File: src/rtl/barrel_shift_right_pipe.sv
// barrel_shift_right_pipe
// Pipelined 16-bit right barrel shifter, the partner of the combinational left shifter.
// One mux stage per shift-amount bit (8, 4, 2, 1 for 16 bits), each stage registered.
// The word is captured into stage 1 already shifted by the MSB control bit, so a
// word offered in cycle i is presented at the output in cycle i+SHW.
// Valid/ready on both sides; the whole pipe freezes when the output is stalled.
// Build option: define BSR_ROTATE_EN to make every stage rotate instead of
// shifting with zero fill. Ports, latency and handshake are identical in both builds.
module barrel_shift_right_pipe #(
    parameter int WIDTH = 16,
    parameter int SHW   = 4
) (
    input  logic             clk,
    input  logic             rst_n,
    input  logic             flush,
    input  logic             in_valid,
    output logic             in_ready,
    input  logic [WIDTH-1:0] in_data,
    input  logic [SHW-1:0]   in_ctrl,
    output logic             out_valid,
    input  logic             out_ready,
    output logic [WIDTH-1:0] out_data,
    output logic [SHW-1:0]   out_ctrl,
    output logic             busy
);

    logic [SHW-1:0][WIDTH-1:0] st_data;
    logic [SHW-1:0][WIDTH-1:0] nx_data;
    logic [SHW-1:0][SHW-1:0]   st_ctrl;
    logic [SHW-1:0][SHW-1:0]   nx_ctrl;
    logic [SHW-1:0]            st_valid;
    logic [SHW-1:0]            nx_valid;
    logic                      stall;
    logic                      advance;

    // A held result at the output freezes every stage; flush also blocks intake.
    assign stall    = st_valid[SHW-1] & ~out_ready;
    assign advance  = ~stall;
    assign in_ready = ~stall & ~flush;

    // Valid bits move one stage per advance; a bubble enters when nothing is accepted.
    assign nx_valid = {st_valid[SHW-2:0], in_valid & in_ready};

    // Stage g handles control bit SHW-1-g, i.e. the largest shift comes first.
    for (genvar g = 0; g < SHW; g++) begin : g_stage
        localparam int AMT = 1 << (SHW - 1 - g);
        logic [WIDTH-1:0] src_data;
        logic [SHW-1:0]   src_ctrl;
        logic [WIDTH-1:0] shifted;

        if (g == 0) begin : g_first
            assign src_data = in_data;
            assign src_ctrl = in_ctrl;
        end else begin : g_next
            assign src_data = st_data[g-1];
            assign src_ctrl = st_ctrl[g-1];
        end

`ifdef BSR_ROTATE_EN
        assign shifted = {src_data[AMT-1:0], src_data[WIDTH-1:AMT]};
`else
        assign shifted = {{AMT{1'b0}}, src_data[WIDTH-1:AMT]};
`endif

        assign nx_data[g] = src_ctrl[SHW-1-g] ? shifted : src_data;
        assign nx_ctrl[g] = src_ctrl;
    end

    // Stage valid bits: flush wins over advancing, stall holds everything.
    always_ff @(posedge clk or negedge rst_n) begin
        if (!rst_n) begin
            st_valid <= '0;
        end else if (flush) begin
            st_valid <= '0;
        end else if (advance) begin
            st_valid <= nx_valid;
        end
    end

    // Stage data and shift amounts; held during stall so the output stays stable.
    always_ff @(posedge clk or negedge rst_n) begin
        if (!rst_n) begin
            st_data <= '0;
            st_ctrl <= '0;
        end else if (advance && !flush) begin
            st_data <= nx_data;
            st_ctrl <= nx_ctrl;
        end
    end

    assign out_valid = st_valid[SHW-1];
    assign out_data  = st_data[SHW-1];
    assign out_ctrl  = st_ctrl[SHW-1];
    assign busy      = |st_valid;

endmodule

File: config.mk
export PLATFORM = sky130hd
export DESIGN_NAME = barrel_shift_right_pipe
export DESIGN_NICKNAME = d
export VERILOG_FILES = /design/src/rtl/barrel_shift_right_pipe.sv
export SDC_FILE = /design/constraint.sdc
export NUM_CORES = 1
export LEC_CHECK = 0
export ABC_AREA = 1
export BUFFER_PORTS_ARGS = -buffer_cell sky130_fd_sc_hd__buf_2
export CAP_MARGIN = 20
export CORE_MARGIN = 3
export CORE_UTILIZATION = 60
export CTS_BUF_LIST = sky130_fd_sc_hd__clkbuf_4 sky130_fd_sc_hd__clkbuf_8
export DETAILED_ROUTE_END_ITERATION = 8
export GPL_ROUTABILITY_DRIVEN = 1
export MAX_ROUTING_LAYER = met4
export PLACE_DENSITY = 0.9
export SYNTH_ARGS = -nofsm -noshare
export SYNTH_HDL_FRONTEND = slang
export SYNTH_SLANG_ARGS = --single-unit
File: constraint.sdc
create_clock -name clk -period 1.51 [get_ports clk]
set_clock_uncertainty 0.05 [all_clocks]
set_input_delay 0.302 -clock clk [delete_from_list [all_inputs] [get_ports clk]]
set_output_delay 0.302 -clock clk [all_outputs]
set_load 0.05 [all_outputs]
==> results of run 1 <==
cell families after synthesis:
kind of cell	count (synthesis)	share of synthesized area
AOI/OAI and AO/OA	5	0.00726
and+or+nand+nor	410	0.402
DFF	84	0.531
buffers and inverters	54	0.0597
per-stage QoR:
stage	power, mW	setup slack, ps	util	instance area, sq um	hold WS [ps]
2_1_floorplan	3.68	118	-	3970	-43.6
3_3_place_gp	3.98	224	0.697	4300	175
3_5_place_dp	4.02	120	0.697	4300	182
4_1_cts	6.13	2.64	0.748	4610	102
5_1_grt	6.42	-54.4	0.750	4630	116
6_report	6.09	7.93	0.750	4630	119
power groups by stage:
| stage | logic [mW] | registers [mW] | clock network (mW) |
|---|---|---|---|
| 5_1_grt | 1.43 | 2.78 | 2.21 |
| 4_1_cts | 1.27 | 2.74 | 2.12 |
| 6_report | 1.27 | 2.74 | 2.09 |
| 3_3_place_gp | 1.21 | 2.77 | 0 |
| 2_1_floorplan | 0.608 | 3.08 | 0 |
| 3_5_place_dp | 1.25 | 2.78 | 0 |
flip-flops by register name (all words and copies together) (netlist names):
register and cells:
out_data 16, out_ctrl 4, g_stage.src_data 48, st_valid 4, g_stage.src_ctrl 12
synthesized netlist by cell type, drive strengths merged:
master / count
nor2: 16
o21ai: 3
buf: 23
inv: 24
clkbuf: 7
dfrtp: 84
nand2: 358
a21oi: 2
nand3: 36
worst paths after layout:
| check | startpoint | endpoint | slack [ps] |
|---|---|---|---|
| min in group asynchronous | rst_n | out_data[2]$_DFFE_PN0P_ | 340 |
| min | flush | st_valid[3]$_DFFE_PN0P_ | 120 |
| max | st_valid[3]$_DFFE_PN0P_ | busy | 8 |
| max in group asynchronous | rst_n | st_valid[3]$_DFFE_PN0P_ | 540 |
| max reg2reg | st_valid[3]$_DFFE_PN0P_ | out_data[15]$_DFFE_PN0P_ | 120 |
| min reg2reg | out_data[10]$_DFFE_PN0P_ | out_data[10]$_DFFE_PN0P_ | 420 |
area by class of cell:
type,count,area [sq um],share of cell area
repair buffers,63,429,0.0928
multi-input cells,415,1640,0.354
clock buffers,10,138,0.0298
clock inverters,6,134,0.0289
inverters,24,90.1,0.0195
well taps,75,93.8,0.0203
flip-flops and latches,84,2100,0.455
timing repair:
action                                 4_1_cts  5_1_grt
resized for setup                            4        5
endpoints found under the hold margin       21        0
hold buffers                                 1        0
gates cloned                                 0        0
buffers inserted                             3        0
setup endpoints to repair                    2        2
pin swaps                                    2        1
worst reg2reg max path, cell delays in order, from the launching register on:
cell	delay [ps]
dfrtp_2	460
buf_4	150
nand2_2	130
buf_4	270
nand3_1	150
nand2_1	110
routing by layer:
layer | routed length, microns | vias to the layer above | share of wire
met5 | 0 | - | 0
met4 | 179 | 0 | 0.023
met3 | 486 | 26 | 0.062
met2 | 3910 | 115 | 0.50
met1 | 3270 | 1512 | 0.42
li1 | - | 1755 | -
==> metrics.txt, run 1 <==
status complete, no violations; Critical Path RT 1160 ps; Die Area 7610 sq um; later-pin clock latency in the skew report 350 ps; CTS Sinks 84; post-route setup TNS 0 ps; LEAKAGE 2.77 nW; Initial Utilization 0.642; endpoints failing hold 0; Sw Ratio 0.305; Syn Std Cell Area 3960 sq um; initial antenna violation count 0; largest area contributor in the netlist dfrtp_1; Final Cycle Share 0.995; total grt overflow 0; routability cong. 0.833; Worst path depth 3; Slew HR 0.712; CTS tree yes; core area 6170 sq um; DRC errors left 0; total CTS buffers 9; Pint 4.23 mW; Synth cell types 14; Max Cap Viol 0; top-level I/O count 48; R2R cell count 5; GR Util met2 0.399; post-synthesis cell count 553; Synth-to-Final Area Change 16.8%; worst hold stages 2; P per Cell Area 1320 nW/um^2; crit end category output pin; worst path bufs/invs 1; pin count of the biggest net entering global routing 51; number of fill cells 477; worst vdd ir 0.940 mV; Yosys top cell area share 0.531; Global Route Usage Sum 0.242; part of the power in registers 0.450; count of final max-slew check failures 0; vias in the first global route 3,294; # rows 28; commonest non-fill, non-tap cell in the layout nand2_1; minimum clock period 1500 ps; clock network power share 0.343; Critical Path Max Stage Delay 460 ps; Top Family by Delay on Critical Path flip-flops; GR peak layer met2; largest cells by area after synthesis dfrtp_1 (53%), nand2_1 (34%), nand3_1 (4.5%); Max Freq 666 MHz; worst-margin pin slew 432 ps; number of vias per cell 5.03; met3 Resource Use GR 0.0634; Finish-stage setup viols 0; #FFs+latches synth 84; H-tree depth 3; HP Class primary input to register; post-layout net count 622; via count 3,408; Synthesized Nets 578; unrepaired setup endpoints after global routing true; port bufs 47; clk slew on worst S/H paths 80 ps; chip height 87.3 microns; Clock Path Buffers 2; first-pass GRT wire length 14,100 microns; final cell count without fillers 677; CP max FO 4; Seq/Total Area, Yosys 0.531; classification of the worst setup path register to output pin; wire per inst 11.6 microns; Pre-antenna DRT Iters 4; Comb power frac 0.208; synth warn 0; Post-Syn Area per Cell 7.16 sq um; DPL Wire Length 5280 microns; met1 usage in global routing 0.285; commonest cells after routing, fill and taps aside nand2_1 (356), dfrtp_1 (83), buf_2 (43), nand3_1 (35), inv_1 (23); Die W 87.3 microns; Setup crit start kind register; Final ANT Viol Nets 0; root buf cell clkbuf_8; Inst Count DP 657; layout cells sized above 1 0.141; worst-path cell chain nor2_2, nand3_2, buf_6; CP arrival 1150 ps; Post-Route WL 7850 microns; CP max stage cell dfrtp_2; n_diodes 0; Iter 0 DRT Violations 212; Psw 1.86 mW
Note: power is estimated with default switching activity, not from simulation.
==> run 2: changes to the inputs <==
--- a/config.mk
+++ b/config.mk
@@ -9,12 +9,11 @@
 export BUFFER_PORTS_ARGS = -buffer_cell sky130_fd_sc_hd__buf_2
 export CAP_MARGIN = 20
 export CORE_MARGIN = 3
-export CORE_UTILIZATION = 60
+export CORE_UTILIZATION = 55
 export CTS_BUF_LIST = sky130_fd_sc_hd__clkbuf_4 sky130_fd_sc_hd__clkbuf_8
 export DETAILED_ROUTE_END_ITERATION = 8
 export GPL_ROUTABILITY_DRIVEN = 1
-export MAX_ROUTING_LAYER = met4
-export PLACE_DENSITY = 0.9
+export PLACE_DENSITY = 0.87
 export SYNTH_ARGS = -nofsm -noshare
 export SYNTH_HDL_FRONTEND = slang
 export SYNTH_SLANG_ARGS = --single-unit
==> run 2 against run 1 <==
Effect of this change:
- total power down 7.8%
- sequential power about the same
- count of clock-buffer cells in the layout up 2
- design area down 0.68%
- cell count up 3.1%
- setup slack about the same
- combinational power about the same
- wire length down 0.48%
- sequential share of layout area up 0.31 points
- utilization down 8.5 points
==> metrics.txt, run 2 (synthesis results as in run 1) <==
classification of the worst setup path register to output pin; port bufs 47 (unchanged); Finish-stage setup viols 0 (unchanged); # rows 30 (+7.1%); Final ANT Viol Nets 0 (unchanged); Setup crit start kind register; n_diodes 0 (unchanged); part of the power in registers 0.488 (+0.038); number of vias per cell 4.83 (-4.1%); layout cells sized above 1 0.141 (unchanged); wire per inst 11.2 microns (-3.5%); clk slew on worst S/H paths 80 ps (about the same); Die W 90.9 microns (+4.1%); endpoints failing hold 0 (unchanged); commonest non-fill, non-tap cell in the layout nand2_1; total power 5.62 mW (-7.8%); Comb power frac 0.225 (+0.017); later-pin clock latency in the skew report 350 ps (about the same); number of fill cells 600 (+26%); CP max FO 4 (unchanged); Pre-antenna DRT Iters 4 (unchanged); DRC errors left 0 (unchanged); chip height 90.9 microns (+4.1%); top-level I/O count 48 (unchanged); worst vdd ir 0.531 mV (-44%); Max Cap Viol 0 (unchanged); vias in the first global route 3,213 (-2.5%); clock network power share 0.287 (-0.056); DPL Wire Length 5430 microns (+2.7%); worst setup margin 8.00 ps (+0.0686 ps); CP arrival 1150 ps (about the same); via count 3,370 (-1.1%); Max Freq 666 MHz (about the same); Die Area 8260 sq um (+8.4%); minimum clock period 1500 ps (-0.0686 ps); pin count of the biggest net entering global routing 50 (-2.0%); Final Cycle Share 0.995 (about the same); CP Launch Point st_valid[3]$_DFFE_PN0P_; root buf cell clkbuf_8; count of final max-slew check failures 0 (unchanged); worst-margin pin slew 473 ps (+41.0 ps); CTS tree yes; status complete, no violations; core area 6910 sq um (+12%); Largest register FFs 48 (unchanged); Reg-to-Reg Start st_valid[3]$_DFFE_PN0P_; total CTS buffers 9 (unchanged); crit end category output pin; routability cong. 0.844 (+1.3%); Iter 0 DRT Violations 180 (-15%); total grt overflow 0 (unchanged); Clock Path Buffers 2 (unchanged); R2R cell count 5 (unchanged); Worst R2R End out_ctrl[3]$_DFFE_PN0P_; Slew HR 0.685 (-0.0270); H-tree depth 3 (unchanged); commonest cells after routing, fill and taps aside nand2_1 (356), dfrtp_1 (83), buf_2 (44), nand3_1 (35), inv_1 (23); LEAKAGE 2.75 nW (-0.67%); Pint 3.77 mW (-11%); HP Class primary input to register; Global Route Usage Sum 0.205 (-0.0372); Critical Path RT 1160 ps (about the same); Sw Ratio 0.329 (+0.0239); reg2reg setup slack 120 ps (about the same); CTS Sinks 84 (unchanged); Worst Setup EP in_ready; P per Cell Area 1220 nW/um^2 (-7.2%); first-pass GRT wire length 13,900 microns (-1.4%); initial antenna violation count 0 (unchanged); Synth-to-Final Area Change 16.0%; worst hold stages 2 (unchanged); Setup WS pre-CTS 150 ps (+29.4 ps); Psw 1.85 mW (-0.61%); Post-Route WL 7810 microns (-0.48%); unrepaired setup endpoints after global routing true; Initial Utilization 0.574 (-0.0689); post-layout net count 622 (unchanged)
run 2: cell count changes in the layout (fill, tap and decap cells not counted), sizes merged:
cell | previous run | this run
clkinv | 1 | 3
bufinv | 4 | 1
clkbuf | 10 | 12
inv | 25 | 24
run 2: layout make-up:
class	instances	area, sq um	share of cell area
Clock buffer	12	153	0.0332
Clock inverter	4	48.8	0.0106
Inverter	24	90.1	0.0196
Multi-Input combinational cell	415	1660	0.361
Sequential cell	84	2100	0.458
Tap cell	96	120	0.0261
Timing Repair Buffer	63	423	0.0920
run 2: timing repair:
| action | CTS | global route |
|---|---|---|
| pin swaps | 2 | 1 |
| hold buffers | 1 | 0 |
| setup buffers | 2 | 0 |
| setup endpoints to repair | 2 | 3 |
| gates resized for setup | 4 | 5 |
| hold endpoints to repair | 31 | 0 |
run 2: worst min path at each step:
stage	slack, ps	end	from
finish	130	st_valid[3]$_DFFE_PN0P_	flush
global route	120	st_valid[3]$_DFFE_PN0P_	flush
CTS	110	st_valid[3]$_DFFE_PN0P_	flush
detailed placement	240	out_data[3]$_DFFE_PN0P_	rst_n
global placement	230	out_data[2]$_DFFE_PN0P_	rst_n
floorplan	-40	g_stage[1].src_ctrl[0]$_DFFE_PN0P_	rst_n
run 2: routing by layer:
metal,vias to the layer above,part of all wire,track usage
met5,-,0,0
met3,7,0.048,0.0467
met2,87,0.49,0.361
met1,1523,0.45,0.250
met4,0,0.012,0.0641
li1,1753,-,-
run 2: power by group through the flow:
stage / Combinational [mW] / Clock [mW] / Sequential, mW
after floorplan: 0.608 / 0 / 3.08
after global placement: 1.22 / 0 / 2.77
after detailed placement: 1.25 / 0 / 2.78
after CTS: 1.27 / 1.64 / 2.74
after global routing: 1.42 / 1.74 / 2.79
final: 1.26 / 1.61 / 2.74
run 2: metrics by stage:
step	instances	setup TNS [ps]	utilization	hold WS (ps)	cell area [sq um]
after floorplan	553	0	-	-43.6	3970
after global placement	679	0	0.627	230	4330
after detailed placement	679	0	0.627	235	4330
after CTS	698	-5.88	0.661	111	4570
after global routing	698	-92.9	0.665	120	4590
final	698	0	0.665	134	4590
run 2: critical path, cell delays in order (launching register included):
cell,delay (ps)
dfrtp_2,460
a21oi_4,160
buf_6,180
